==> config.mk <==
export PLATFORM = sky130hd
export DESIGN_NAME = time_set_controller
export DESIGN_NICKNAME = d
export VERILOG_FILES = /design/src/rtl/time_set_controller.sv
export SDC_FILE = /design/constraint.sdc
export NUM_CORES = 1
export LEC_CHECK = 0
export ABC_AREA = 1
export CORE_MARGIN = 1
export CORE_UTILIZATION = 40
export CTS_CLUSTER_SIZE = 10
export DETAILED_ROUTE_END_ITERATION = 12
export GPL_TIMING_DRIVEN = 0
export SETUP_SLACK_MARGIN = 0.05
export SYNTH_ARGS = -nofsm -noshare
export SYNTH_HDL_FRONTEND = slang
export SYNTH_SLANG_ARGS = --single-unit
==> constraint.sdc <==
create_clock -name clk -period 1.65 [get_ports clk]
set_input_delay 0.33 -clock clk [delete_from_list [all_inputs] [get_ports clk]]
set_output_delay 0.33 -clock clk [all_outputs]
set_load 0.02 [all_outputs]
==> src/rtl/time_set_controller.sv <==
// Time-of-day registers and user time-setting sequencer for the alarm clock.
// Ports: clk, rst_n (async, active-low), tick_1hz, key_mode, key_inc in;
//        six BCD digits, whichtoset (one-hot hour/min/sec), flashenable out.
module time_set_controller #(
  parameter int unsigned HOLD_CYCLES = 25000000,
  parameter int unsigned TIMEOUT_S   = 10
) (
  input  logic       clk,
  input  logic       rst_n,
  input  logic       tick_1hz,
  input  logic       key_mode,
  input  logic       key_inc,
  output logic [3:0] showhour1,
  output logic [3:0] showhour0,
  output logic [3:0] showmin1,
  output logic [3:0] showmin0,
  output logic [3:0] showsec1,
  output logic [3:0] showsec0,
  output logic [2:0] whichtoset,
  output logic       flashenable
);

  localparam int unsigned TW = $clog2(TIMEOUT_S + 1);
  localparam int unsigned HW = (HOLD_CYCLES > 1) ? $clog2(HOLD_CYCLES) : 1;

  typedef enum logic [1:0] {RUN, SET_HOUR, SET_MIN, SET_SEC} state_t;

  state_t        r_state, w_next_state;
  logic [7:0]    r_hour, r_min, r_sec;
  logic [7:0]    w_hour, w_min, w_sec;
  logic [2:0]    r_which, w_which;
  logic          r_flash, w_flash;
  logic [HW-1:0] r_hcnt, w_hcnt;
  logic [TW-1:0] r_tcnt, w_tcnt;
  logic          w_timeout, w_inc_ok, w_entry;

  function automatic logic [7:0] bcd_inc(input logic [7:0] v, input logic [7:0] top);
    if (v == top)
      return '0;
    else if (v[3:0] == 4'd9)
      return {v[7:4] + 4'd1, 4'd0};
    else
      return {v[7:4], v[3:0] + 4'd1};
  endfunction

  always_comb begin
    w_timeout    = (r_state != RUN) && (r_tcnt == TW'(TIMEOUT_S));
    w_next_state = r_state;
    if (key_mode) begin
      case (r_state)
        RUN:      w_next_state = SET_HOUR;
        SET_HOUR: w_next_state = SET_MIN;
        SET_MIN:  w_next_state = SET_SEC;
        default:  w_next_state = RUN;
      endcase
    end else if (w_timeout) begin
      w_next_state = RUN;
    end
    w_inc_ok = key_inc && !key_mode && !w_timeout && (r_state != RUN);
    w_entry  = (w_next_state != r_state);

    w_hour = r_hour;
    w_min  = r_min;
    w_sec  = r_sec;
    if ((r_state == RUN) && tick_1hz) begin
      w_sec = bcd_inc(r_sec, 8'h59);
      if (r_sec == 8'h59) begin
        w_min = bcd_inc(r_min, 8'h59);
        if (r_min == 8'h59)
          w_hour = bcd_inc(r_hour, 8'h23);
      end
    end else if (w_inc_ok) begin
      case (r_state)
        SET_HOUR: w_hour = bcd_inc(r_hour, 8'h23);
        SET_MIN:  w_min  = bcd_inc(r_min, 8'h59);
        SET_SEC:  w_sec  = bcd_inc(r_sec, 8'h59);
        default:  ;
      endcase
    end

    if ((w_next_state == RUN) || w_entry || key_mode || key_inc)
      w_tcnt = '0;
    else if (tick_1hz)
      w_tcnt = r_tcnt + TW'(1);
    else
      w_tcnt = r_tcnt;

    // hold counter preloads HOLD_CYCLES-1 so the steady phase lasts exactly HOLD_CYCLES
    if (w_next_state == RUN) begin
      w_flash = 1'b1;
      w_hcnt  = '0;
    end else if (w_entry) begin
      w_flash = 1'b0;
      w_hcnt  = '0;
    end else if (w_inc_ok) begin
      w_flash = 1'b1;
      w_hcnt  = HW'(HOLD_CYCLES - 1);
    end else if (r_hcnt != '0) begin
      w_flash = 1'b1;
      w_hcnt  = r_hcnt - HW'(1);
    end else begin
      w_flash = 1'b0;
      w_hcnt  = '0;
    end

    case (w_next_state)
      SET_HOUR: w_which = 3'b100;
      SET_MIN:  w_which = 3'b010;
      SET_SEC:  w_which = 3'b001;
      default:  w_which = 3'b000;
    endcase
  end

  always_ff @(posedge clk or negedge rst_n) begin
    if (!rst_n) begin
      r_state <= RUN;
      r_hour  <= '0;
      r_min   <= '0;
      r_sec   <= '0;
      r_which <= '0;
      r_flash <= 1'b1;
      r_hcnt  <= '0;
      r_tcnt  <= '0;
    end else begin
      r_state <= w_next_state;
      r_hour  <= w_hour;
      r_min   <= w_min;
      r_sec   <= w_sec;
      r_which <= w_which;
      r_flash <= w_flash;
      r_hcnt  <= w_hcnt;
      r_tcnt  <= w_tcnt;
    end
  end

  assign showhour1   = r_hour[7:4];
  assign showhour0   = r_hour[3:0];
  assign showmin1    = r_min[7:4];
  assign showmin0    = r_min[3:0];
  assign showsec1    = r_sec[7:4];
  assign showsec0    = r_sec[3:0];
  assign whichtoset  = r_which;
  assign flashenable = r_flash;

endmodule

# [Word level (Yosys, flattened, before mapping)]
# Index checks and enable logic that the tools add are counted.
[totals] ff_bits=59 inputBits=5 output_inout_bits=28 word_cells=86
[classes] add_sub_neg=8 n_eq_ne=16 mux=32 reduce_logical=22
[ops] op="2-to-1 mux 8 bit" n=18
[ops] op="2-to-1 mux 25 bit" n=4
[ops] op="adder 4 x 1 -> 4 bit (second input constant)" n=7
[ops] op="nonzero test 25 bit" n=1
[ops] op="subtractor 25 x 1 -> 25 bit (second input constant)" n=1
[ops] op="== test 4 bit (second input constant)" n=4
[ops] op="== test 8 x 7 -> 1 bit (second input constant)" n=2
[ops] op="nonzero test 2 bit" n=6
[ops] op="case mux 3 bit (3 select lines)" n=1
[ops] op="== test 2 bit (second input constant)" n=4
[ops] op="== test 8 x 6 -> 1 bit (second input constant)" n=1
[ops] op="2-to-1 mux 4 bit" n=2
[ops] op="case mux 2 bit (3 select lines)" n=1
[ops] op="logical AND 1 bit" n=5
[ops] op="== test 2 x 1 -> 1 bit (second input constant)" n=2
[ops] op="zero test 2 bit" n=2
[ops] op="2-to-1 mux 1 bit" n=4
[ops] op="2-to-1 mux 2 bit" n=2
[ops] op="inequality test 2 x 1 -> 1 bit (second input constant)" n=2
[ops] op="AND reduction 4 bit" n=1
[ops] op="logical OR 1 bit" n=3
[ops] op="AND reduction 3 bit" n=1
[ops] op="zero test 1 bit" n=2
[ops] op="inequality test 2 bit" n=1
[ops] op="AND reduction 2 bit" n=1

# [Depth between registers and ports, before layout]
# Gate-level depths: netlist of run 1.
[logic_depth] word_depth=9 mapped_depth=12 depth_no_buf=11

# [Least setup slack after synthesis of run 1]
# OpenSTA, ideal clock, no wires.
[synth_path] path_type="reg2reg" startpoint="register r_state[0]" endpoint="register r_hcnt[12]" setup_ps=121 t_arrival_ps=1515 t_required_ps=1529 setup_slack_ps=14 stages_incl_launch_ff=12 path_buffers=1 synth_period_minus_slack_ps=1636 path_cell_list="dfrtp_1 > inv_1 > ha_1 > nor2_1 > nand3_2 > nand2_1 > nand2_2 > nor2_4 > nor2_4 > buf_6 > nand2_1 > nor2_1"
[synth_between] word_cells_on_any_way=16 cone_classes="3 x eq/ne; 6 x mux; 7 x reduce/logical"
[synth_rtl] element="start, declared" line="28" text="state_t r_state, w_next_state;"
[synth_rtl] element="start signal, assigned" line="125" text="r_state <= w_next_state;"
[synth_rtl] element="branches (longest 3 deep; another with case mux 2 bit (3 select lines))"
[synth_rtl] element="2-to-1 mux 2 bit (*)" line="49" text="if (key_mode) begin"
[synth_rtl] element="via w_next_state[1]" line="28"
[synth_rtl] element="inequality test 2 bit" line="60" text="w_entry = (w_next_state != r_state);"
[synth_rtl] element="2-to-1 mux 25 bit" line="92" text="end else if (w_entry) begin"
[synth_rtl] element="2-to-1 mux 25 bit (*)" line="89" text="if (w_next_state == RUN) begin"
[synth_rtl] element="via w_hcnt[12]" line="33" text="logic [HW-1:0] r_hcnt, w_hcnt;"
[synth_rtl] element="end signal, assigned" line="131" text="r_hcnt <= w_hcnt;"
[synth_rtl] element="end, declared" line="33"
# Mark *: on every way through the listed nets, which the timed path passes.
# A chain may end at the register's enable or synchronous reset.

# [Worst setup path after layout of run 1]
[layout_path] startpoint="register r_state[1]" endpoint="register r_hcnt[23]"
[layout_between] elab_chain_len=8 word_cells_on_any_way=16 cone_classes="3 x eq/ne; 6 x mux; 7 x reduce/logical"
[layout_lines] element="branches (longest 7 deep; another with 2-to-1 mux 25 bit)"
[layout_lines] element="2-to-1 mux 25 bit (*)" line="89"
[layout_lines] element="via w_hcnt[23]" line="33"
# Marked as above.

==> qor.yml, run 1 <==
status: "finished, violations left"
violations: "negative setup slack"
synth_ff_type: "dfrtp_1"
fin_nets: 571
path_cells: "inv_2, ha_4, nor2_4, nand3_4, nand2_4, nand3_4, nand3_4, nor2_4, buf_6, nand2_4, nor2_2"
die_w_microns: 97.2
ioPinCount: 33
first_global_vias: 3095
area_delta_synth_final_pct: 31.7
synth-async-reset-ratio: 1.00
drv_cap: 0
worstMarginPinSlew_ps: 744
end_kind: "flip-flop"
initial_core_util: 0.413
ys_warn_count: 0
multi_input_area_sq_um: 2220
wl_per_cell_microns: 12.5
viasPerCell: 4.93
syn_area_sq_um: 3620
leakagePower_uw: 0.00246
dieArea_sq_um: 9440
synth_edf_count: 0
cts_made_buffers: 9
ctsHtreeMaxLevel: 3
crit_slowest_cell: "dfrtp_1"
layout-drive-gt1-share: 0.240
hold_viol: 0
hpwl_microns: 5560
synth.distinct_cells: 36
grt_pass1_wl_microns: 14300
rsz0062_at_grt: "true"
coreArea_sq_um: 8760
ys_top_cells_by_area: "dfrtp_1 40%, nand2_1 13%, nor2_1 8.4%"
netlist_instances: 476
drt-initial-drc-count: 114
cts_root_buffer: "clkbuf_8"
wl_microns: 8260
postSynthAreaPerCell_sq_um: 7.61
worstHoldPathType: "primary input to async pin"
power.density_nw_per_um2: 1830
holdBufCountCts: 0
overflow: 0
crit_path_start_kind: "flip-flop"
fin_worst_skew_ps: 5.88
num_vias: 3250
seq_area_frac_synth: 0.408
fp.dieH_microns: 97.2
path_max_fanout: 6
ir_drop_uv: 876
synth_top_area_share: 0.401
slew_viol_final: 0
grt_usage: 0.185
ctsLongestPathBuffers: 2
rows: 34
regArea_sq_um: 1480
fin_ws_ps: -99.2
synth_fp_nets: 500
fmax_ghz: 0.572
utilization: 0.544
synth_seq_cells: 59
setup_viol: 37
grt_max_degree: 60
crit_type: "flip-flop to flip-flop"
cts_tree: "yes"
remaining_drc_errors: 0
io_buffers: 32
worstSkewPairLatency_ps: 330
dr.pass1.iters: 5
slew-limit-headroom: 0.504
yosys.area.top_type: "dfrtp_1"
required_ps: 1920
yosys-top-cells-count: "121 x nand2_1, 81 x nor2_1, 58 x dfrtp_1"
num-fill-cells: 820
fin_crit_sh: 1.06
clock_sinks: 59
final_antenna_net_count: 0
clkTransAtPathRegs_ps: 70
min_period_ps: 1750
gp_congestion: 0.802
critPathArrivalTime_ps: 2020
tns_ps: -2190
n_antenna_cell: 0
yosysMostFrequentCell: "nand2_1"
cpPeakStageDelay_ps: 420
antenna_found_initial: 0
crit_top_cell: "nand3_4"
## cell families (layout without fill, tap and decap cells)
kind of cell    count (synthesis)  after routing  share of synthesized area
buf+inv                        55            129                     0.0625
flops                          59             59                      0.408
simple gates                  288            289                      0.361
compound gates                 33             33                     0.0501
xor+xnor                       22             22                     0.0532
fa+ha+maj                      19             19                     0.0656
## per-stage QoR
| step | hold WS, ps | std cells | setup WS, ps | total power (uW) | instance area (sq um) |
|---|---|---|---|---|---|
| 2_1_floorplan | 34.4 | 476 | 52.8 | 5310 | 3630 |
| 3_3_place_gp | 533 | 616 | -1840 | 6410 | 4090 |
| 3_5_place_dp | 466 | 616 | -383 | 6480 | 4090 |
| 4_1_cts | 92.6 | 651 | -123 | 8330 | 4550 |
| 5_1_grt | 129 | 659 | -227 | 9480 | 4770 |
| 6_report | 61.0 | 659 | -99.2 | 8710 | 4770 |
## where the power goes
part	total [uW]	internal (uW)	switching (uW)	leakage (uW)
Sequential	2270	1860	414	0.000778
Clock	1190	655	537	0.0000953
Combinational	5250	2110	3140	0.00158
Total	8710	4620	4090	0.00246
## what timing repair did
item                                    in CTS  in global routing
cloned                                       3                  1
buffers inserted                            18                  9
endpoints found under the setup margin      82                 55
pin swaps                                   25                 19
resized for setup                           73                 51
## metal layers
| layer | up-vias | share of wire | global-route usage |
|---|---|---|---|
| met1 | 1524 | 0.47 | 0.243 |
| met3 | 9 | 0.029 | 0.0388 |
| li1 | 1661 | - | - |
| met5 | - | 0 | 0 |
| met2 | 56 | 0.49 | 0.307 |
| met4 | 0 | 0.013 | 0.0563 |
## cell type report
class                      instances  area share
tap                              108      0.0283
inverter                          50      0.0404
sequential                        59       0.310
clock inverter                     2     0.00210
multi-input combinational        363       0.466
clock buffer                      13      0.0354
timing repair buffer              59       0.107
buffer                             5      0.0110
## state kept, by name, indices dropped and copies added (netlist names)
register	flops
flashenable	1
r_tcnt	4
whichtoset	3
r_hcnt	25
r_hour	8
r_sec	8
r_state	2
r_min	8
## worst paths after layout
check | start | to | slack (ps) | cells after the start
max in group asynchronous | rst_n | r_min[4] | 1070 | 1
max | r_state[1] | r_hcnt[23] | -100 | 11
min in group clk | key_mode | whichtoset[1] | 550 | 3
min | rst_n | r_hcnt[10] | 60 | 1
min reg2reg | r_hour[7] | r_hour[7] | 560 | 2
max reg2reg | r_state[1] | r_hcnt[23] | -100 | 11
## worst max-delay path, delay by kind of cell, from the launching register on
kind | cells | cell delay (ps)
flops | 1 | 420
buf+inv | 2 | 270
simple gates | 8 | 810
fa+ha+maj | 1 | 160
## placed cells by master, fill, tap and decap left out, types with 2 or more instances in the layout
cell and n:
nor2_2 12, nand3_2 3, buf_4 24, buf_6 9
nand3_1 38, nand2_4 10, inv_1 40, o211ai_1 2
nand4_1 9, o21ai_2 3, nand3_4 6, o21ai_1 4
nor2_4 11, dlygate4sd2_1 27, clkdlybuf4s50_1 3, a21oi_2 2
o21ai_0 10, nor3_1 3, nor2_1 67, clkbuf_8 12
inv_2 8, dfrtp_1 57, clkinv_2 2, a21oi_1 9
ha_1 16, nand3b_1 3, ha_4 2, or2_2 5
xor2_1 16, inv_4 2, nand2_2 13, xnor2_1 6
nand2_1 102
Power figures use the tool's default switching activity.
==> run 2, diff against run 1 <==
--- a/config.mk
+++ b/config.mk
@@ -6,6 +6,7 @@
 export NUM_CORES = 1
 export LEC_CHECK = 0
 export ABC_AREA = 1
+export ABC_CLOCK_PERIOD_IN_PS = 1500
 export CORE_MARGIN = 1
 export CORE_UTILIZATION = 40
 export CTS_CLUSTER_SIZE = 10
==> constraint.sdc (replaced) <==
create_clock -name clk -period 1.5 [get_ports clk]
set_input_delay 0.3 -clock clk [delete_from_list [all_inputs] [get_ports clk]]
set_output_delay 0.3 -clock clk [all_outputs]
set_load 0.02 [all_outputs]
==> qor.yml, run 2 (synthesized netlist as in run 1, its figures left out) <==
hpwl_microns: 5570  # +0.19%
holdBufCountCts: 0  # unchanged
hold_viol: 0  # unchanged
final_cells: 666  # +1.1%
cts_tree: "yes"
fin_ws_ps: -285  # -186 ps
dieArea_sq_um: 9440  # unchanged
fin_nets: 577  # +1.1%
first_global_vias: 3281  # +6.0%
ir_drop_uv: 1380  # +57%
wl_per_cell_microns: 13.0  # +3.8%
initial_core_util: 0.413  # unchanged
slew_viol_final: 0  # unchanged
ctsLongestPathBuffers: 2  # unchanged
fp.dieH_microns: 97.2  # unchanged
io_buffers: 32  # unchanged
leakagePower_uw: 0.00244  # -0.89%
rows: 34  # unchanged
num_vias: 3286  # +1.1%
gp_congestion: 0.854  # +6.5%
worst-path-buf-inv: 5  # +3
worstSkewPairLatency_ps: 340  # about the same
clkTransAtPathRegs_ps: 70  # about the same
violations: "negative setup slack"
n_antenna_cell: 0  # unchanged
ctsHtreeMaxLevel: 3  # unchanged
tns_ps: -11460  # -9270 ps
coreArea_sq_um: 8760  # unchanged
worstMarginPinSlew_ps: 772  # +27.2 ps
r2r_end: "r_hcnt[16]"
largest_register_ffs: 25  # unchanged
slew-limit-headroom: 0.486  # -0.0182
mostFrequentLayoutCells: "104 x nand2_1, 74 x nor2_1, 50 x dfrtp_1"
path_cells: "buf_4, ha_4, inv_2, nand2_2, nand3_2, o21ai_1, inv_1, nand3_4, nor2_4, buf_12, buf_6, nand2_1, nor2_2"
worstHoldPathType: "primary input to async pin"
drt-initial-drc-count: 92  # -19%
setup_viol: 54  # +46%
crit_path_start_kind: "flip-flop"
dr.pass1.iters: 4  # -1
fin_worst_skew_ps: 9.19  # +3.31 ps
fin_crit_sh: 1.19  # +0.130
grt_max_degree: 60  # unchanged
ioPinCount: 33  # unchanged
final_common_cell: "nand2_1"
antenna_found_initial: 0  # unchanged
path_max_fanout: 5  # -1
crit_family: "buffers and inverters"
status: "finished, violations left"
crit_slowest_cell: "dfrtp_1"
overflow: 0  # unchanged
critPathArrivalTime_ps: 2050  # +30 ps
final_antenna_net_count: 0  # unchanged
rr_worst_depth: 13  # +2
grt_pass1_wl_microns: 14700  # +2.8%
cts_root_buffer: "clkbuf_8"
clock_sinks: 59  # unchanged
crit_type: "flip-flop to flip-flop"
drv_cap: 0  # unchanged
cpPeakStageDelay_ps: 420  # about the same
power.density_nw_per_um2: 2100  # +15%
rsz0062_at_grt: "true"
die_w_microns: 97.2  # unchanged
min_period_ps: 1790  # +35.8 ps
place_inst: 616  # unchanged
layout-drive-gt1-share: 0.281  # +0.0418
wl_microns: 8660  # +4.9%
end_kind: "flip-flop"
grt_usage: 0.192  # +0.00663
fmax_ghz: 0.560  # -2.0%
post-place-ws_ps: -544  # -161 ps
regMostFlops: "r_hcnt"
area_delta_synth_final_pct: 34.7
cts_made_buffers: 9  # unchanged
remaining_drc_errors: 0  # unchanged
rrSetupSlack_ps: -290  # -190 ps
viasPerCell: 4.93  # about the same
num-fill-cells: 794  # -3.2%
required_ps: 1770  # -150 ps
reg2reg_from: "r_state[1]"
==> run 2: worst max-delay path by stage <==
| stage | slack [ps] | cells past startpoint | startpoint | end |
|---|---|---|---|---|
| 6_report | -290 | 13 | r_state[1] | r_hcnt[16] |
| 5_1_grt | -380 | 9 | r_min[1] | r_hour[6] |
| 3_3_place_gp | -2160 | 1 | rst_n | r_sec[4] |
| 4_1_cts | -220 | 13 | r_state[1] | r_hcnt[16] |
| 2_1_floorplan | -70 | 11 | r_state[0] | r_hcnt[12] |
| 3_5_place_dp | -540 | 9 | key_mode | r_hcnt[9] |
==> run 2: stage by stage <==
stage / util / power [uW] / instance area [sq um] / hold slack, ps
after floorplan: - / 6050 / 3740 / 4.41
after global placement: 0.479 / 7290 / 4200 / 529
after detailed placement: 0.478 / 7380 / 4190 / 438
after CTS: 0.547 / 10000 / 4790 / 56.0
after global routing: 0.557 / 11000 / 4880 / 97.6
final: 0.557 / 10200 / 4880 / 20.2
==> run 2: metal layers <==
layer  track usage  up-vias  part of all wire
met5             0        -                 0
met4        0.0792        0             0.013
met3        0.0403       10             0.035
met2         0.315       50              0.48
met1         0.245     1551              0.47
li1              -     1675                 -
==> run 2: repair_timing <==
item,CTS,global route
resized for setup,83,42
setup buffers,27,3
cloned,4,0
pin swaps,16,7
endpoints found under the setup margin,82,71
==> run 2: layout make-up <==
cell class,instances,area (sq um),area share
multi-input combinational,363,2240,0.459
sequential,59,1490,0.305
timing repair buffer,65,551,0.113
inverter,50,190,0.0390
clock buffer,14,163,0.0333
tap,108,135,0.0277
clock inverter,2,60.1,0.0123
buffer,5,52.6,0.0108
==> run 2: where the power goes <==
group,internal [uW],total (uW),switching (uW),leakage [uW]
sequential,2050,2510,454,0.000769
combinational,2540,6040,3500,0.00156
clock,1030,1680,652,0.000111
==> run 2: worst register-to-register path, cell delays in order (launching register included) <==
cell and delay [ps]:
dfrtp_1 420, buf_4 160, ha_4 140, inv_2 60
nand2_2 70, nand3_2 60, o21ai_1 60, inv_1 90
nand3_4 90, nor2_4 160, buf_12 140, buf_6 100
nand2_1 60, nor2_2 110
